===== src/rtl/game_flow_fsm.sv =====
// game_flow_fsm
// In-game sequencer for the Tetris core. It decides when a piece spawns,
// when gravity moves it, when it locks (lock delay with a bounded budget of
// move-resets and an optional step reset), and it walks the line-clear,
// garbage and entry-delay phases before the next spawn. A blocked spawn
// ends the game in TOP_OUT.
//
// Ports:
//   clk, rst_l          clock, asynchronous active-low reset
//   game_start          start request, honoured in IDLE and TOP_OUT
//   game_end            abort to IDLE, overrides every other transition
//   user_input          a move/rotate succeeded this cycle
//   hard_drop           hard-drop request
//   soft_drop           soft drop held (shortens the gravity period)
//   falling_row/col     position of the falling piece (row grows downward)
//   ghost_row/col       position of the ghost piece
//   lines_pending       the locked piece completed at least one line
//   clear_done          playfield finished clearing
//   garbage_pending     garbage rows are queued
//   garbage_done        garbage unit finished
//   spawn_blocked       spawn location is occupied
//   new_tetromino       one-cycle spawn pulse
//   gravity_tick        move the piece down one row (combinational)
//   falling_piece_lock  one-cycle lock pulse
//   line_clear          clear request level
//   load_garbage        garbage request level
//   top_out             game-over level
//   lock_resets_used    move-resets consumed by the current piece
//   state_dbg           current FSM state encoding
//
// Handshakes: line_clear and load_garbage are request levels that stay high
// for as long as the FSM sits in the matching state; the partner raises
// clear_done / garbage_done for one or more cycles and the FSM leaves on the
// clock edge that follows the first cycle where done is seen high.

module game_flow_fsm #(
    parameter int COORD_W          = 5,
    parameter int CTR_W            = 32,
    parameter int LOCK_DELAY       = 15,
    parameter int MAX_LOCK_RESETS  = 15,
    parameter int GRAVITY_PERIOD   = 60,
    parameter int SOFT_DROP_PERIOD = 3,
    parameter int ENTRY_DELAY      = 0,
    parameter int STEP_RESET_EN    = 1,
    parameter int RST_W            = $clog2(MAX_LOCK_RESETS + 1)
) (
    input  logic               clk,
    input  logic               rst_l,
    input  logic               game_start,
    input  logic               game_end,
    input  logic               user_input,
    input  logic               hard_drop,
    input  logic               soft_drop,
    input  logic [COORD_W-1:0] falling_row,
    input  logic [COORD_W-1:0] falling_col,
    input  logic [COORD_W-1:0] ghost_row,
    input  logic [COORD_W-1:0] ghost_col,
    input  logic               lines_pending,
    input  logic               clear_done,
    input  logic               garbage_pending,
    input  logic               garbage_done,
    input  logic               spawn_blocked,
    output logic               new_tetromino,
    output logic               gravity_tick,
    output logic               falling_piece_lock,
    output logic               line_clear,
    output logic               load_garbage,
    output logic               top_out,
    output logic [RST_W-1:0]   lock_resets_used,
    output logic [2:0]         state_dbg
);

    typedef enum logic [2:0] {
        S_IDLE         = 3'd0,
        S_NEW_PIECE    = 3'd1,
        S_PIECE_FALL   = 3'd2,
        S_PIECE_LOCK   = 3'd3,
        S_LINE_CLEAR   = 3'd4,
        S_LOAD_GARBAGE = 3'd5,
        S_ENTRY        = 3'd6,
        S_TOP_OUT      = 3'd7
    } state_t;

    localparam logic [CTR_W-1:0] CTR_ONE    = CTR_W'(1);
    localparam logic [CTR_W-1:0] LOCK_LOAD  = CTR_W'(LOCK_DELAY);
    localparam logic [CTR_W-1:0] GRAV_LAST  = CTR_W'(GRAVITY_PERIOD - 1);
    localparam logic [CTR_W-1:0] SOFT_LAST  = CTR_W'(SOFT_DROP_PERIOD - 1);
    // ENTRY always lasts at least one cycle; with a delay of d it lasts d.
    localparam logic [CTR_W-1:0] ENTRY_LAST = (ENTRY_DELAY == 0) ? '0 : CTR_W'(ENTRY_DELAY - 1);
    localparam logic [RST_W-1:0] RST_ONE    = RST_W'(1);
    localparam logic [RST_W-1:0] MAX_RST    = RST_W'(MAX_LOCK_RESETS);

    state_t             state, state_n;
    logic [CTR_W-1:0]   lock_ctr, lock_n;
    logic [CTR_W-1:0]   grav_ctr, grav_n;
    logic [CTR_W-1:0]   entry_ctr, entry_n;
    logic [RST_W-1:0]   reset_cnt, rcnt_n;
    logic [COORD_W-1:0] lowest_row, low_n;
    logic               grounded;

    assign grounded = (state == S_PIECE_FALL) &&
                      (falling_row == ghost_row) && (falling_col == ghost_col);

    always_ff @(posedge clk or negedge rst_l) begin
        if (!rst_l) begin
            state      <= S_IDLE;
            lock_ctr   <= '0;
            grav_ctr   <= '0;
            entry_ctr  <= '0;
            reset_cnt  <= '0;
            lowest_row <= '0;
        end else begin
            state      <= state_n;
            lock_ctr   <= lock_n;
            grav_ctr   <= grav_n;
            entry_ctr  <= entry_n;
            reset_cnt  <= rcnt_n;
            lowest_row <= low_n;
        end
    end

    always_comb begin
        state_n      = state;
        lock_n       = lock_ctr;
        grav_n       = grav_ctr;
        entry_n      = entry_ctr;
        rcnt_n       = reset_cnt;
        low_n        = lowest_row;
        gravity_tick = 1'b0;

        case (state)
            S_IDLE: begin
                if (game_start) state_n = S_NEW_PIECE;
            end

            S_NEW_PIECE: begin
                lock_n  = LOCK_LOAD;
                grav_n  = GRAV_LAST;
                rcnt_n  = '0;
                low_n   = '0;
                state_n = spawn_blocked ? S_TOP_OUT : S_PIECE_FALL;
            end

            S_PIECE_FALL: begin
                if (hard_drop) begin
                    // Hard drop freezes every counter: no tick, no reload.
                    state_n = S_PIECE_LOCK;
                end else begin
                    if (grounded && (lock_ctr == '0)) begin
                        state_n = S_PIECE_LOCK;
                    end else if ((STEP_RESET_EN != 0) && (falling_row > lowest_row)) begin
                        // New lowest row: a fresh lock budget for this depth.
                        low_n  = falling_row;
                        lock_n = LOCK_LOAD;
                        rcnt_n = '0;
                    end else if (grounded && user_input && (reset_cnt < MAX_RST)) begin
                        lock_n = LOCK_LOAD;
                        rcnt_n = reset_cnt + RST_ONE;
                    end else if (grounded) begin
                        lock_n = lock_ctr - CTR_ONE;
                    end

                    if (!grounded) begin
                        // Pressing soft drop with a long way to go replaces the
                        // countdown with the short period instead of ticking.
                        if (soft_drop && (grav_ctr > SOFT_LAST)) begin
                            grav_n = SOFT_LAST;
                        end else if (grav_ctr == '0) begin
                            gravity_tick = 1'b1;
                            grav_n       = soft_drop ? SOFT_LAST : GRAV_LAST;
                        end else begin
                            grav_n = grav_ctr - CTR_ONE;
                        end
                    end
                end
            end

            S_PIECE_LOCK: begin
                if (lines_pending)        state_n = S_LINE_CLEAR;
                else if (garbage_pending) state_n = S_LOAD_GARBAGE;
                else                      state_n = S_ENTRY;
            end

            S_LINE_CLEAR: begin
                if (clear_done) state_n = garbage_pending ? S_LOAD_GARBAGE : S_ENTRY;
            end

            S_LOAD_GARBAGE: begin
                if (garbage_done) state_n = S_ENTRY;
            end

            S_ENTRY: begin
                if (entry_ctr >= ENTRY_LAST) begin
                    entry_n = '0;
                    state_n = S_NEW_PIECE;
                end else begin
                    entry_n = entry_ctr + CTR_ONE;
                end
            end

            S_TOP_OUT: begin
                if (game_start) state_n = S_NEW_PIECE;
            end

            default: state_n = S_IDLE;
        endcase

        // Abort wins over everything; clearing the count keeps IDLE outputs at 0.
        if (game_end) begin
            state_n = S_IDLE;
            rcnt_n  = '0;
            entry_n = '0;
        end
    end

    assign new_tetromino      = (state == S_NEW_PIECE);
    assign falling_piece_lock = (state == S_PIECE_LOCK);
    assign line_clear         = (state == S_LINE_CLEAR);
    assign load_garbage       = (state == S_LOAD_GARBAGE);
    assign top_out            = (state == S_TOP_OUT);
    assign lock_resets_used   = reset_cnt;
    assign state_dbg          = state;

endmodule


===== config.mk =====
export PLATFORM = sky130hd
export DESIGN_NAME = game_flow_fsm
export DESIGN_NICKNAME = d
export VERILOG_FILES = /design/src/rtl/game_flow_fsm.sv
export SDC_FILE = /design/constraint.sdc
export NUM_CORES = 1
export LEC_CHECK = 0
export ABC_AREA = 1
export BUFFER_PORTS_ARGS = -buffer_cell sky130_fd_sc_hd__buf_2
export CAP_MARGIN = 5
export CORE_MARGIN = 2
export CORE_UTILIZATION = 25
export DETAILED_ROUTE_END_ITERATION = 6
export MAX_ROUTING_LAYER = met4
export SLEW_MARGIN = 20
export SYNTH_ARGS = -nofsm -noshare
export SYNTH_HDL_FRONTEND = slang
export SYNTH_SLANG_ARGS = --single-unit

===== constraint.sdc =====
create_clock -name clk -period 1.89 [get_ports clk]
set_input_delay 0.0945 -clock clk [delete_from_list [all_inputs] [get_ports clk]]
set_output_delay 0.0945 -clock clk [all_outputs]
set_load 0.005 [all_outputs]

==> metrics.md <==
| Metric | Value |
|---|---|
| Kind of end point of the critical path | output pin |
| Fill count | 2266 |
| Cts bufs inserted | 9 |
| Worst Path Arrival | 2040 ps |
| Average footprint of a synthesized cell | 6.321 µm² |
| Number of antenna cells inserted | 0 |
| Leading area contributor after synthesis | sky130_fd_sc_hd__dfrtp_1 |
| Unrepaired setup endpoints after global routing | yes |
| Antenna violations before repair | 0 |
| Type of the worst setup path | reg -> out |
| Depth of the most critical reg-to-reg path | 13 |
| Sequential power share | 0.224 |
| Int Power | 5.167 mW |
| Number of synthesized register bits | 76 |
| TritonCTS clock tree | yes |
| Slew Viols, Final | 0 |
| Post-synthesis share of cell area spent on xor and xnor gates | 0.05686 |
| Clk Tree Root Cell | sky130_fd_sc_hd__clkbuf_16 |
| Outcome | finished with violations |
| DR WL/cell | 13.44 µm |
| Number of buffers on the longest clock path | 2 |
| Global route overflow | 0 |
| Number of global-route vias before repair | around 6000 |
| Clock tree sinks | 76 |
| Top area cells in the synthesized netlist | sky130_fd_sc_hd__dfrtp_1 32%, sky130_fd_sc_hd__nand2_1 20%, sky130_fd_sc_hd__nor2_1 11% |
| Number of flops mapped to enable cells by yosys | 0 |
| Reported leakage power | ~4.5 nW |
| Overall global routing resource usage | 0.1502 |
| Required time at the worst-slack endpoint | roughly 1800 ps |
| Quantity of I/O buffers inserted on ports | 44 |
| Via-to-Cell Ratio | 4.550 |
| Total nets after synthesis | 968 |
| Clock tree skew after final layout | 8.976 ps |
| Final number of hold-violating endpoints | 0 |
| Placed Instances | around 1400 |
| Multiplexer share of the synthesized area | 0 |
| Cell chain of the critical path | nor2_4 -> nand2_2 -> nor2_2 -> nand2_2 -> nor2_4 -> buf_6 -> nand2_4 -> nor4_4 -> buf_2 |
| 1st-iter DRT viols | 398 |
| Total number of vias | 6548 |
| Top-level port count | 45 |
| Power density of the placed cells | 994.4 nW/µm² |
| Synth unique cells | 33 |
| Area delta synth->final | 52.71% |
| Power share of the clock group | 0.223 |
| Max Cap Violations | 0 |
| Summed instance area of the synthesized netlist | 5853 µm² |
| Die width | 157.0 µm |
| Fin util | 0.3924 |
| Clk Latency, worst-skew pair | 360 ps |
| Post-Route WL | 19.33 mm |
| Hold Crit Class | in -> reg |
| Total net switching power | approximately 3.7 mW |
| Power Total | 8.889 mW |
| Synth Area in Simple Gates | 0.4369 |
| Row cnt | 55 |
| Global-route wire length before repair | 29.02 mm |
| DP HPWL | 12.37 mm |
| Sequential element share of the synthesized area | 0.3249 |
| Dominant combinational cell family by area after synthesis | simple AND/OR/NAND/NOR gates |
| Fraction of layout instances using a drive strength above 1 | 0.3517 |
| Proportion of total power due to net switching | 0.4187 |
| Largest net degree at the start of global routing | between 40 and 50 |
| Number of synthesis warnings | 0 |
| Core Region | 22780 µm² |
| Setup tns final | -2917 ps |
| Final worst path period need | 2137 ps |
| Count of mapped cells out of synthesis | 926 |
| H-tree levels | 3 |
| Failing checks | negative setup slack |
| Total number of nets in the final design | 1163 |
| Setup violation total in the final timing report | 61 |
| Share of the synthesized area in the top cell type | 0.3249 |
| Max-slew headroom at the worst pin | 0.6328 |
| Fraction of the mapped netlist area in adder cells | 0.02138 |
| Largest stage delay on the critical path | approximately 400 ps |
| Portion of the clock cycle consumed by the worst path in the final layout | 1.131 |
| Top fanout value on the critical path | 2 |
| Hold path cells | 3 |
| Slack of the critical path | -247.1 ps |
| Remaining number of nets flagged by the antenna check after routing | 0 |
| Highest attainable clock frequency | 467.9 MHz |
| First-pass DRT Iterations | 5 |
| Floorplan die area | roughly 25000 µm² |
| Combinational fraction of design power | 0.553 |
| Critical-path cell with the highest stage delay | sky130_fd_sc_hd__dfrtp_1 |
| Overall die height | 157.0 µm |
| Compound-Gate Fraction of Synth Area | 0.07161 |
| Worst IR drop on VDD | 0.6299 mV |
| Critical path startpoint category | flop |
| Non-filler cells in the finished layout | ~1400 |
| Effective utilization at floorplan | 0.2570 |
| Reg clk slew, reported paths | around 60 ps |
| Worst slew pin tran | approximately 550 ps |
| Most used flip-flop cell after synthesis | sky130_fd_sc_hd__dfrtp_1 |
| Gp weighted congestion | 0.8834 |
| Post-route DRC | 0 |
| Share of flip-flops with an asynchronous set or reset after synthesis | 1.000 |
## critical path, delay by kind of cell (launching register included)
kind	cells	cell delay (ps)
buffers and inverters	2	290
DFF	1	400
and+or+nand+nor	7	990
## per-layer routing
metal  global-route usage  vias to the layer above  part of all wire
met3              0.03469                       36             0.048
met2               0.2433                      172              0.48
li1                     -                     3316                 -
met1               0.1940                     3024              0.46
met4              0.02727                        0             0.015
met5                    -                        -                 0
## power by group through the flow
stage	sequential, mW	clock (mW)	combinational, mW
after floorplan	1.99	0	2.03
after global placement	2.00	0	3.19
after detailed placement	2.00	0	3.20
after CTS	1.97	2.02	3.49
after global routing	2.01	2.10	5.30
final	1.99	1.98	4.91
## what timing repair did
| item | CTS | global route |
|---|---|---|
| cloned | 1 | 13 |
| buffers inserted | 30 | 22 |
| pin swaps | 18 | 78 |
| hold buffers | 1 | 0 |
| gates resized for setup | 32 | 193 |
| endpoints found under the hold margin | 57 | 0 |
| setup endpoints to repair | 30 | 77 |
## synthesized netlist by cell type, types with 6 or more instances
library cell and instances:
sky130_fd_sc_hd__nor2_1 170, sky130_fd_sc_hd__nand2_1 315, sky130_fd_sc_hd__xor2_1 31, sky130_fd_sc_hd__nand3_1 49
sky130_fd_sc_hd__buf_4 6, sky130_fd_sc_hd__xnor2_1 7, sky130_fd_sc_hd__ha_1 10, sky130_fd_sc_hd__o21ai_1 22
sky130_fd_sc_hd__a21oi_1 6, sky130_fd_sc_hd__o21ai_0 39, sky130_fd_sc_hd__nand2_2 6, sky130_fd_sc_hd__dfrtp_1 76
sky130_fd_sc_hd__o21bai_1 6, sky130_fd_sc_hd__inv_1 97, sky130_fd_sc_hd__nand4_1 39
## placed cells by master, fill, tap and decap left out, types with 5 or more instances in the layout
cell and n:
sky130_fd_sc_hd__o21ai_1 27, sky130_fd_sc_hd__buf_2 43, sky130_fd_sc_hd__o21bai_1 6, sky130_fd_sc_hd__nor2_4 26, sky130_fd_sc_hd__ha_1 5, sky130_fd_sc_hd__xnor2_1 7
sky130_fd_sc_hd__nor2_1 119, sky130_fd_sc_hd__buf_6 14, sky130_fd_sc_hd__nand4_1 39, sky130_fd_sc_hd__o21ai_0 24, sky130_fd_sc_hd__clkbuf_16 19, sky130_fd_sc_hd__nand3_1 36
sky130_fd_sc_hd__nor2_2 34, sky130_fd_sc_hd__buf_12 9, sky130_fd_sc_hd__nand2_4 17, sky130_fd_sc_hd__o21ai_2 10, sky130_fd_sc_hd__nand3_2 13, sky130_fd_sc_hd__nand2_2 45
sky130_fd_sc_hd__dfrtp_1 73, sky130_fd_sc_hd__inv_2 10, sky130_fd_sc_hd__inv_1 90, sky130_fd_sc_hd__xor2_1 31, sky130_fd_sc_hd__nand2_1 258, sky130_fd_sc_hd__buf_4 126
## through the flow
step	instance area (µm²)	setup WS [ps]	hold slack, ps
finish	8939	-247.1	42.30
global route	8939	-373.4	63.48
CTS	7876	-212.6	37.67
detailed placement	7193	-76.70	17.06
global placement	7193	-26.19	13.03
floorplan	5853	126.4	-201.1
## sequential cells by signal, indices dropped and copies added (netlist names)
name,count
state_dbg,3
lowest_row,5
lock_ctr,32
grav_ctr,32
lock_resets_used,4
## cell type report
class	count	area, µm²	share of cell area
Clock buffer	10	239.0	0.02674
Clock inverter	6	95.09	0.01064
Tap cell	313	391.6	0.04381
Timing Repair Buffer	205	1802	0.2016
Multi-Input combinational cell	728	4124	0.4614
Sequential cell	76	1906	0.2132
Inverter	101	381.6	0.04269
## cells by family (layout without fill, tap and decap cells)
| group | Yosys count | count (layout) |
|---|---|---|
| xor+xnor | 38 | 38 |
| compound gates | 78 | 78 |
| flops | 76 | 76 |
| buf+inv | 122 | 322 |
| simple gates | 602 | 602 |
| fa+ha+maj | 10 | 10 |
## final timing paths
path,startpoint,endpoint,slack (ps)
setup / recovery,grav_ctr[19]$_DFFE_PN0P_,gravity_tick,-250
min in group asynchronous,rst_l,grav_ctr[26]$_DFFE_PN0P_,180
max in group asynchronous,rst_l,lock_ctr[1]$_DFFE_PN0P_,1130
hold / removal,falling_row[0],lowest_row[0]$_DFFE_PN0P_,40
setup reg to reg,grav_ctr[19]$_DFFE_PN0P_,grav_ctr[14]$_DFFE_PN0P_,-90
hold reg to reg,lock_ctr[31]$_DFFE_PN0P_,lock_ctr[31]$_DFFE_PN0P_,490
No activity file was read; power rests on OpenSTA's default activity.
